`src/rtl/rr_arb4_if.sv`:
```
// Bundles the request, data and grant signals between the requesters and the rr_arb4 arbiter.
// The master side drives requests and data; the slave side (the arbiter) returns the grant, mux select and data output.
interface rr_arb4_if;
  logic [3:0] req;
  logic [3:0] din;
  logic [3:0] gnt;
  logic       S0;
  logic       S1;
  logic       y;
  logic       valid;

  modport master (output req, output din,
                  input gnt, input S0, input S1, input y, input valid);
  modport slave  (input req, input din,
                  output gnt, output S0, output S1, output y, output valid);
endinterface

```
`src/rtl/rr_arb4.sv`:
```
// Four-way round-robin arbiter driving a shared 4:1 channel mux, with a registered channel output.
// Optional macro RR_ARB4_TIMEOUT_EN limits how long one owner may hold the grant to HOLD_MAX cycles.
//
// state | meaning
// IDLE  | no owner, gnt=0, select=00
// BUSY  | one owner, gnt one-hot, select=owner index
module rr_arb4 #(
  parameter int unsigned HOLD_MAX = 8
) (
  input logic     clk,
  input logic     rst_n,
  rr_arb4_if.slave bus
);

  typedef enum logic {IDLE = 1'b0, BUSY = 1'b1} state_t;

  state_t     state_q;
  logic [1:0] owner_q;
  logic [1:0] last_q;
  logic [3:0] gnt_q;
  logic       y_q;
  logic       valid_q;

  logic [1:0] win_idx;
  logic [1:0] idx;
  logic       any_req;
  logic       hand_off;
  logic       go_idle;
  logic       tmo;

  if (HOLD_MAX < 1 || HOLD_MAX > 255) begin : g_hold_range
    $error("rr_arb4: HOLD_MAX must lie in 1..255");
  end

`ifdef RR_ARB4_TIMEOUT_EN
  localparam logic [7:0] HOLD_LIM = 8'(HOLD_MAX);
  logic [7:0] cnt_q;
  assign tmo = (state_q == BUSY) && (cnt_q >= HOLD_LIM) && ((bus.req & ~gnt_q) != 4'b0000);
`else
  assign tmo = 1'b0;
`endif

  // Walk from the farthest candidate to the nearest so the nearest set request after last_q wins.
  always_comb begin
    win_idx = last_q + 2'd1;
    idx     = 2'd0;
    for (int i = 4; i >= 1; i--) begin
      idx = last_q + 2'(i);
      if (bus.req[idx]) win_idx = idx;
    end
  end

  assign any_req  = |bus.req;
  assign hand_off = (state_q == IDLE) ? any_req
                                      : ((!bus.req[owner_q] && any_req) || tmo);
  assign go_idle  = (state_q == BUSY) && !any_req;

  always_ff @(posedge clk or negedge rst_n) begin
    if (!rst_n) begin
      state_q <= IDLE;
      owner_q <= 2'd0;
      last_q  <= 2'd3;
      gnt_q   <= 4'b0000;
      y_q     <= 1'b0;
      valid_q <= 1'b0;
`ifdef RR_ARB4_TIMEOUT_EN
      cnt_q   <= 8'd0;
`endif
    end else begin
      valid_q <= (state_q == BUSY);
      y_q     <= (state_q == BUSY) ? bus.din[owner_q] : 1'b0;
      if (hand_off) begin
        state_q <= BUSY;
        owner_q <= win_idx;
        last_q  <= win_idx;
        gnt_q   <= 4'b0001 << win_idx;
`ifdef RR_ARB4_TIMEOUT_EN
        cnt_q   <= 8'd1;
`endif
      end else if (go_idle) begin
        state_q <= IDLE;
        owner_q <= 2'd0;
        gnt_q   <= 4'b0000;
`ifdef RR_ARB4_TIMEOUT_EN
        cnt_q   <= 8'd0;
`endif
      end
`ifdef RR_ARB4_TIMEOUT_EN
      else if (state_q == BUSY && cnt_q < HOLD_LIM) begin
        cnt_q <= cnt_q + 8'd1;
      end
`endif
    end
  end

  assign bus.gnt   = gnt_q;
  assign bus.S0    = owner_q[1];
  assign bus.S1    = owner_q[0];
  assign bus.y     = y_q;
  assign bus.valid = valid_q;

endmodule

```
`src/flat_wrapper.sv`:
```
// flat-port wrapper written by rule: the top's interface ports become plain ports
module rr_arb4_flat 
#(
  parameter int unsigned HOLD_MAX = 8
)
  (clk, rst_n, bus_req, bus_din, bus_gnt, bus_S0, bus_S1, bus_y, bus_valid);
  rr_arb4_if bus_i ();
  input logic clk;
  input logic rst_n;
  input wire logic [$bits(bus_i.req)-1:0] bus_req;
  input wire logic [$bits(bus_i.din)-1:0] bus_din;
  output wire logic [$bits(bus_i.gnt)-1:0] bus_gnt;
  output wire logic [$bits(bus_i.S0)-1:0] bus_S0;
  output wire logic [$bits(bus_i.S1)-1:0] bus_S1;
  output wire logic [$bits(bus_i.y)-1:0] bus_y;
  output wire logic [$bits(bus_i.valid)-1:0] bus_valid;
  assign bus_i.req = bus_req;
  assign bus_i.din = bus_din;
  assign bus_gnt = bus_i.gnt;
  assign bus_S0 = bus_i.S0;
  assign bus_S1 = bus_i.S1;
  assign bus_y = bus_i.y;
  assign bus_valid = bus_i.valid;
  rr_arb4 #(.HOLD_MAX(HOLD_MAX)) u_core (.clk(clk), .rst_n(rst_n), .bus(bus_i));
endmodule
```
`config.mk`:
```
export PLATFORM = sky130hd
export DESIGN_NAME = rr_arb4_flat
export DESIGN_NICKNAME = d
export VERILOG_FILES = /design/src/rtl/rr_arb4_if.sv /design/src/rtl/rr_arb4.sv /design/src/flat_wrapper.sv
export SDC_FILE = /design/constraint.sdc
export NUM_CORES = 1
export LEC_CHECK = 0
export ABC_CLOCK_PERIOD_IN_PS = 3500
export CORE_MARGIN = 3
export CORE_UTILIZATION = 40
export DETAILED_ROUTE_END_ITERATION = 8
export DONT_BUFFER_PORTS = 1
export PLACE_DENSITY_LB_ADDON = 0.1
export RECOVER_POWER = 50
export SYNTH_ARGS = -nofsm -noshare
export SYNTH_HDL_FRONTEND = slang
export SYNTH_SLANG_ARGS = --single-unit
```
`constraint.sdc`:
```
create_clock -name clk -period 3.5 [get_ports clk]
set_input_delay 0.525 -clock clk [delete_from_list [all_inputs] [get_ports clk]]
set_output_delay 0.525 -clock clk [all_outputs]
set_load 0.02 [all_outputs]
```
# ---- Word level (Yosys, flattened, before mapping)
# Cells that the tools add are included.
# W data, S select, Z words.
dict set report totals {
  elab_cells 45
  register_bits 11
  output_inout_bits 8
  in_bits 10
}
dict set report classes {
  reduce_logical 6
  mux 24
  magnitude_cmp 5
  shifts 1
  n_addsub 3
}
# operator count
set op_table {}
lappend op_table {{$lt A2 B3 Y1 const B} 5}
lappend op_table {{$bmux W1 S2} 6}
lappend op_table {{$mux W2} 6}
lappend op_table {{$mux W1} 10}
lappend op_table {{$mux W4} 2}
lappend op_table {{$add A2 B2 Y2 const B} 2}
lappend op_table {{$reduce_or A4 Y1} 1}
lappend op_table {{$shl A1 B2 Y4 const A} 1}
lappend op_table {{$add A2 B1 Y2 const B} 1}
lappend op_table {{$logic_and A1 B1 Y1} 2}
lappend op_table {{$logic_not A1 Y1} 2}
lappend op_table {{$reduce_bool A2 Y1} 1}

# ---- Depth between registers and ports, before layout
dict set report logic_depth {
  ltp_word 8
  mapped_depth 4
  mapped_depth_nobuf 4
}

# ---- Least setup slack after synthesis
# Ideal clock, no wire load.
dict set report synth_timing {
  kind {input to register}
  startpoint {in bus_req[1]}
  endpoint {reg u_core.gnt_q[1], in the netlist u_core.bus.gnt[1]}
  required_time_ps 3379
  stages 3
  arrival_time_ps 1517
  setup_ps 121
  n_path_buf 0
  slack_ps 1862
  cell_sequence {or4_4 o21a_4 a22o_1}
}
dict set report synth_between {
  elab_chain_len 8
  elab_cells_between_ends 23
  cone_classes {shift (1); mux (16); reduce/logical (6)}
}
# element line
set synth_rtl {}
lappend synth_rtl {{start: declaration} flat_wrapper.sv:10} ;# input wire logic [$bits(bus_i.req)-1:0] bus_req;
lappend synth_rtl {{$bmux W1 S2} rr_arb4.sv:49} ;# if (bus.req[idx]) win_idx = idx;
lappend synth_rtl {{$mux W1 (implied by the code)} rr_arb4.sv:49}
lappend synth_rtl {{$mux W2 (4 in a row)} rr_arb4.sv:49}
lappend synth_rtl {{$shl A1 B2 Y4} rr_arb4.sv:76} ;# gnt_q <= 4'b0001 << win_idx;
lappend synth_rtl {{$mux W4} rr_arb4.sv:72} ;# if (hand_off) begin
lappend synth_rtl {{end signal: assignment} rr_arb4.sv:76}
lappend synth_rtl {{end: declaration} rr_arb4.sv:20} ;# logic [3:0] gnt_q;
# Several ways; a longest one is shown, not always the timed one. The select of a mux whose other input is x is not followed.
# A chain may end at the register's enable or synchronous reset.

# ---- Final worst setup path
dict set report layout_timing {
  startpoint {reg u_core.owner_q[0]}
  endpoint {reg u_core.gnt_q[1], in the netlist u_core.bus.gnt[1]}
}
dict set report layout_between {
  elab_chain_len 6
  elab_cells_between_ends 7
  cone_classes {mux (4); reduce/logical (3)}
}
# element line
set layout_rtl {}
lappend layout_rtl {{start: declaration} rr_arb4.sv:18} ;# logic [1:0] owner_q;
lappend layout_rtl {{start signal: assignment} rr_arb4.sv:74} ;# owner_q <= win_idx;
lappend layout_rtl {{$bmux W1 S2 (*)} rr_arb4.sv:55} ;# : ((!bus.req[owner_q] && any_req) || tmo);
lappend layout_rtl {{$mux W1 (implied by the code) (*)} rr_arb4.sv:55}
lappend layout_rtl {{$logic_not A1 Y1 (*)} rr_arb4.sv:55}
lappend layout_rtl {{$logic_and A1 B1 Y1 (*)} rr_arb4.sv:55}
lappend layout_rtl {{$mux W1 (*)} rr_arb4.sv:54} ;# assign hand_off = (state_q == IDLE) ? any_req
lappend layout_rtl {{$mux W4 or $reduce_bool A2 Y1 (tied branches)} --}
# Every way passes the cells marked *; elsewhere a longest branch is shown, timed or not. The select of a mux whose other input is x is not followed.

==> flow_metrics.tcl <==
set metrics [dict create \
    status "finished, final reports clean" \
    path_cells "mux2i_1 -> o221ai_4 -> a31oi_1 -> a22o_1" \
    antenna_left 0 \
    cts_root_buffer "clkbuf_4" \
    grt_pass1_vias 396 \
    path_buf_inv 0 \
    cts_tree "yes" \
    drtPass1Iterations 4 \
    dp_hpwl_microns 889 \
    fin_crit_ps 1710 \
    p_per_area_nw_per_um2 925 \
    hold_class "in2async" \
    worst_pin_slew_ps 655 \
    cts_max_level 1 \
    area_growth_pct 8.76 \
    r2r-start "u_core.owner_q[0]$_DFFE_PN0P_" \
    fin_worst_skew_ps 4.43 \
    synth_top_area_share 0.385 \
    arrival_ps 1910 \
    n_antenna_cell 0 \
    nets 65 \
    vias 427 \
    setup_ws_ps 1790 \
    cts_buffer_depth 2 \
    final_max_slew_viol_count 0 \
    grt_first_pass_wirelength_microns 1900 \
    synth_area_leaders "dfrtp_1 (38%), dfstp_2 (9.0%), o221ai_4 (4.5%)" \
    drt_iter0_markers 5 \
    cts_sinks 11 \
    syn_inst 49 \
    numCtsBuffers 3 \
    fin_util 0.477 \
    rows 13 \
    max_freq_ghz 0.584 \
    cp-end-kind "register" \
    finalHoldViolCount 0 \
    synth.distinct_cells 26 \
    path_class "reg2reg" \
    finalSetupViolCount 0 \
    whs_ps 103 \
    insertion_delay_ps 260 \
    worst-endpoint-required_ps 3700 \
    critical_path.slowest_cell "dfrtp_1" \
    yosysTopAreaCell "dfrtp_1" \
    critical_path.max_fanout 6 \
    io_pins 18 \
    drt-vias-per-instance 6.19 \
    rsz0062_at_grt "no" \
    die_area_sq_um 1960 \
    wire_per_inst_microns 16.9 \
    gp_congestion 0.851 \
    portBuffers 0 \
    crit_path_max_incr_delay_ps 580 \
    drive_gt1_frac 0.204 \
    finalPower_w 0.000589 \
    synth-seq-cells 11 \
    post-cts-setup-buffers 0 \
    ys_seq_area_frac 0.474 \
    grt_remaining_overflow 0 \
    critPathTopFamily "compound AO/OA/AOI/OAI gates" \
    syn_area_sq_um 586 \
    ir_worst_vdd_mv 0.353 \
    syn-mean-instance-area_sq_um 12.0 \
    start_kind "register" \
    slew_headroom 0.558 \
    synth_nets 59 \
    drv_cap 0 \
    track_usage 0.135 \
    drc 0 \
    yosys_warnings 0 \
    antenna_found_initial 0 \
    p_leak_nw 0.286 \
    grt_max_degree 10 \
    die_y_microns 44.3 \
    clk_pin_slew_worst_paths_ps 60 \
    dieWidth_microns 44.3 \
    dp_worst_setup_slack_ps 1800 \
    crit_start "u_core.owner_q[0]$_DFFE_PN0P_" \
    setup_tns_ps 0 \
    start_util 0.439 \
    design.core.area_sq_um 1330 \
    drt_wl_total_microns 1160 \
    timing.final.crit_share 0.489 \
]
==> cell type report <==
cell class              instances  area (sq um)
clock buffers                   4          26.3
fillers                       127           697
inverters                       2          7.51
multi-input cells              36           297
flip-flops and latches         11           278
well taps                      15          18.8
repair buffers                  1          10.0
==> worst register-to-register path: stages, from the launching register on <==
cell and delay (ps):
dfrtp_1 580, mux2i_1 360, o221ai_4 180, a31oi_1 350, a22o_1 190
==> cells in the final DEF, fill, tap and decap left out, types with 3 or more instances in the layout <==
cell	count
dfrtp_1	9
nor2b_1	3
o21ai_0	3
clkbuf_4	3
a21o_1	3
a22o_1	3
nor2_1	3
==> where the power goes <==
part           internal, W  switching (W)  total (W)
sequential        0.000184      0.0000978   0.000282
combinational     0.000122       0.000102   0.000224
clock            0.0000440      0.0000394  0.0000834
total             0.000350       0.000239   0.000589
==> stage by stage <==
step / cells / area (sq um)
finish: 69 / 637
global route: 69 / 637
floorplan: 49 / 586
CTS: 69 / 641
global placement: 64 / 604
detailed placement: 64 / 604
==> final timing paths <==
path                                                  to  slack, ps  depth (start not counted)
setup / recovery           u_core.bus.gnt[1]$_DFFE_PN0P_       1790                          4
hold / removal              u_core.last_q[1]$_DFFE_PN1P_        100                          0
setup reg to reg           u_core.bus.gnt[1]$_DFFE_PN0P_       1790                          4
hold reg to reg               u_core.bus.valid$_DFF_PN0_        450                          0
max in group asynchronous  u_core.bus.gnt[0]$_DFFE_PN0P_       2600                          1
min in group clk              u_core.bus.valid$_DFF_PN0_        450                          0
==> cell usage after synthesis <==
cell / count
a22o_1: 3
nand3_1: 1
o21ai_0: 3
mux2i_1: 2
nor2b_1: 3
nand2_1: 2
nand2b_1: 1
o221ai_4: 1
a211o_1: 1
or4_4: 1
and3_1: 1
o311ai_0: 1
mux4_2: 1
o311a_1: 1
or2b_1: 2
inv_1: 1
and2_1: 1
dfstp_2: 2
a31oi_1: 1
inv_2: 1
a32o_2: 2
nor2_1: 3
a21o_1: 3
xnor2_1: 1
dfrtp_1: 9
o21a_4: 1
==> timing repair <==
action | in CTS | in global routing
hold buffers | 1 | 0
endpoints found under the hold margin | 9 | 0
endpoints found under the setup margin | 0 | 0
resized for setup | 0 | 0
==> cells by family (layout without fill, tap and decap cells) <==
family,count (synthesis),after routing,synth area share
xor+xnor,1,1,0.0150
compound gates,17,17,0.276
mux,3,3,0.0726
buf+inv,2,7,0.0128
flops,11,11,0.474
simple gates,15,15,0.150
==> layer usage <==
metal	share of wire	GRT usage
met1	0.42	0.157
met4	0.0069	0.0361
met3	0.084	0.0813
met5	0	0
met2	0.49	0.209
==> sequential cells by signal, summed over array words and instances, names as in the netlist <==
name	cells
u_core.bus.valid	1
u_core.state_q	1
u_core.owner_q	2
u_core.last_q	2
u_core.bus.y	1
u_core.bus.gnt	4
(Power assumes the default switching activity.)
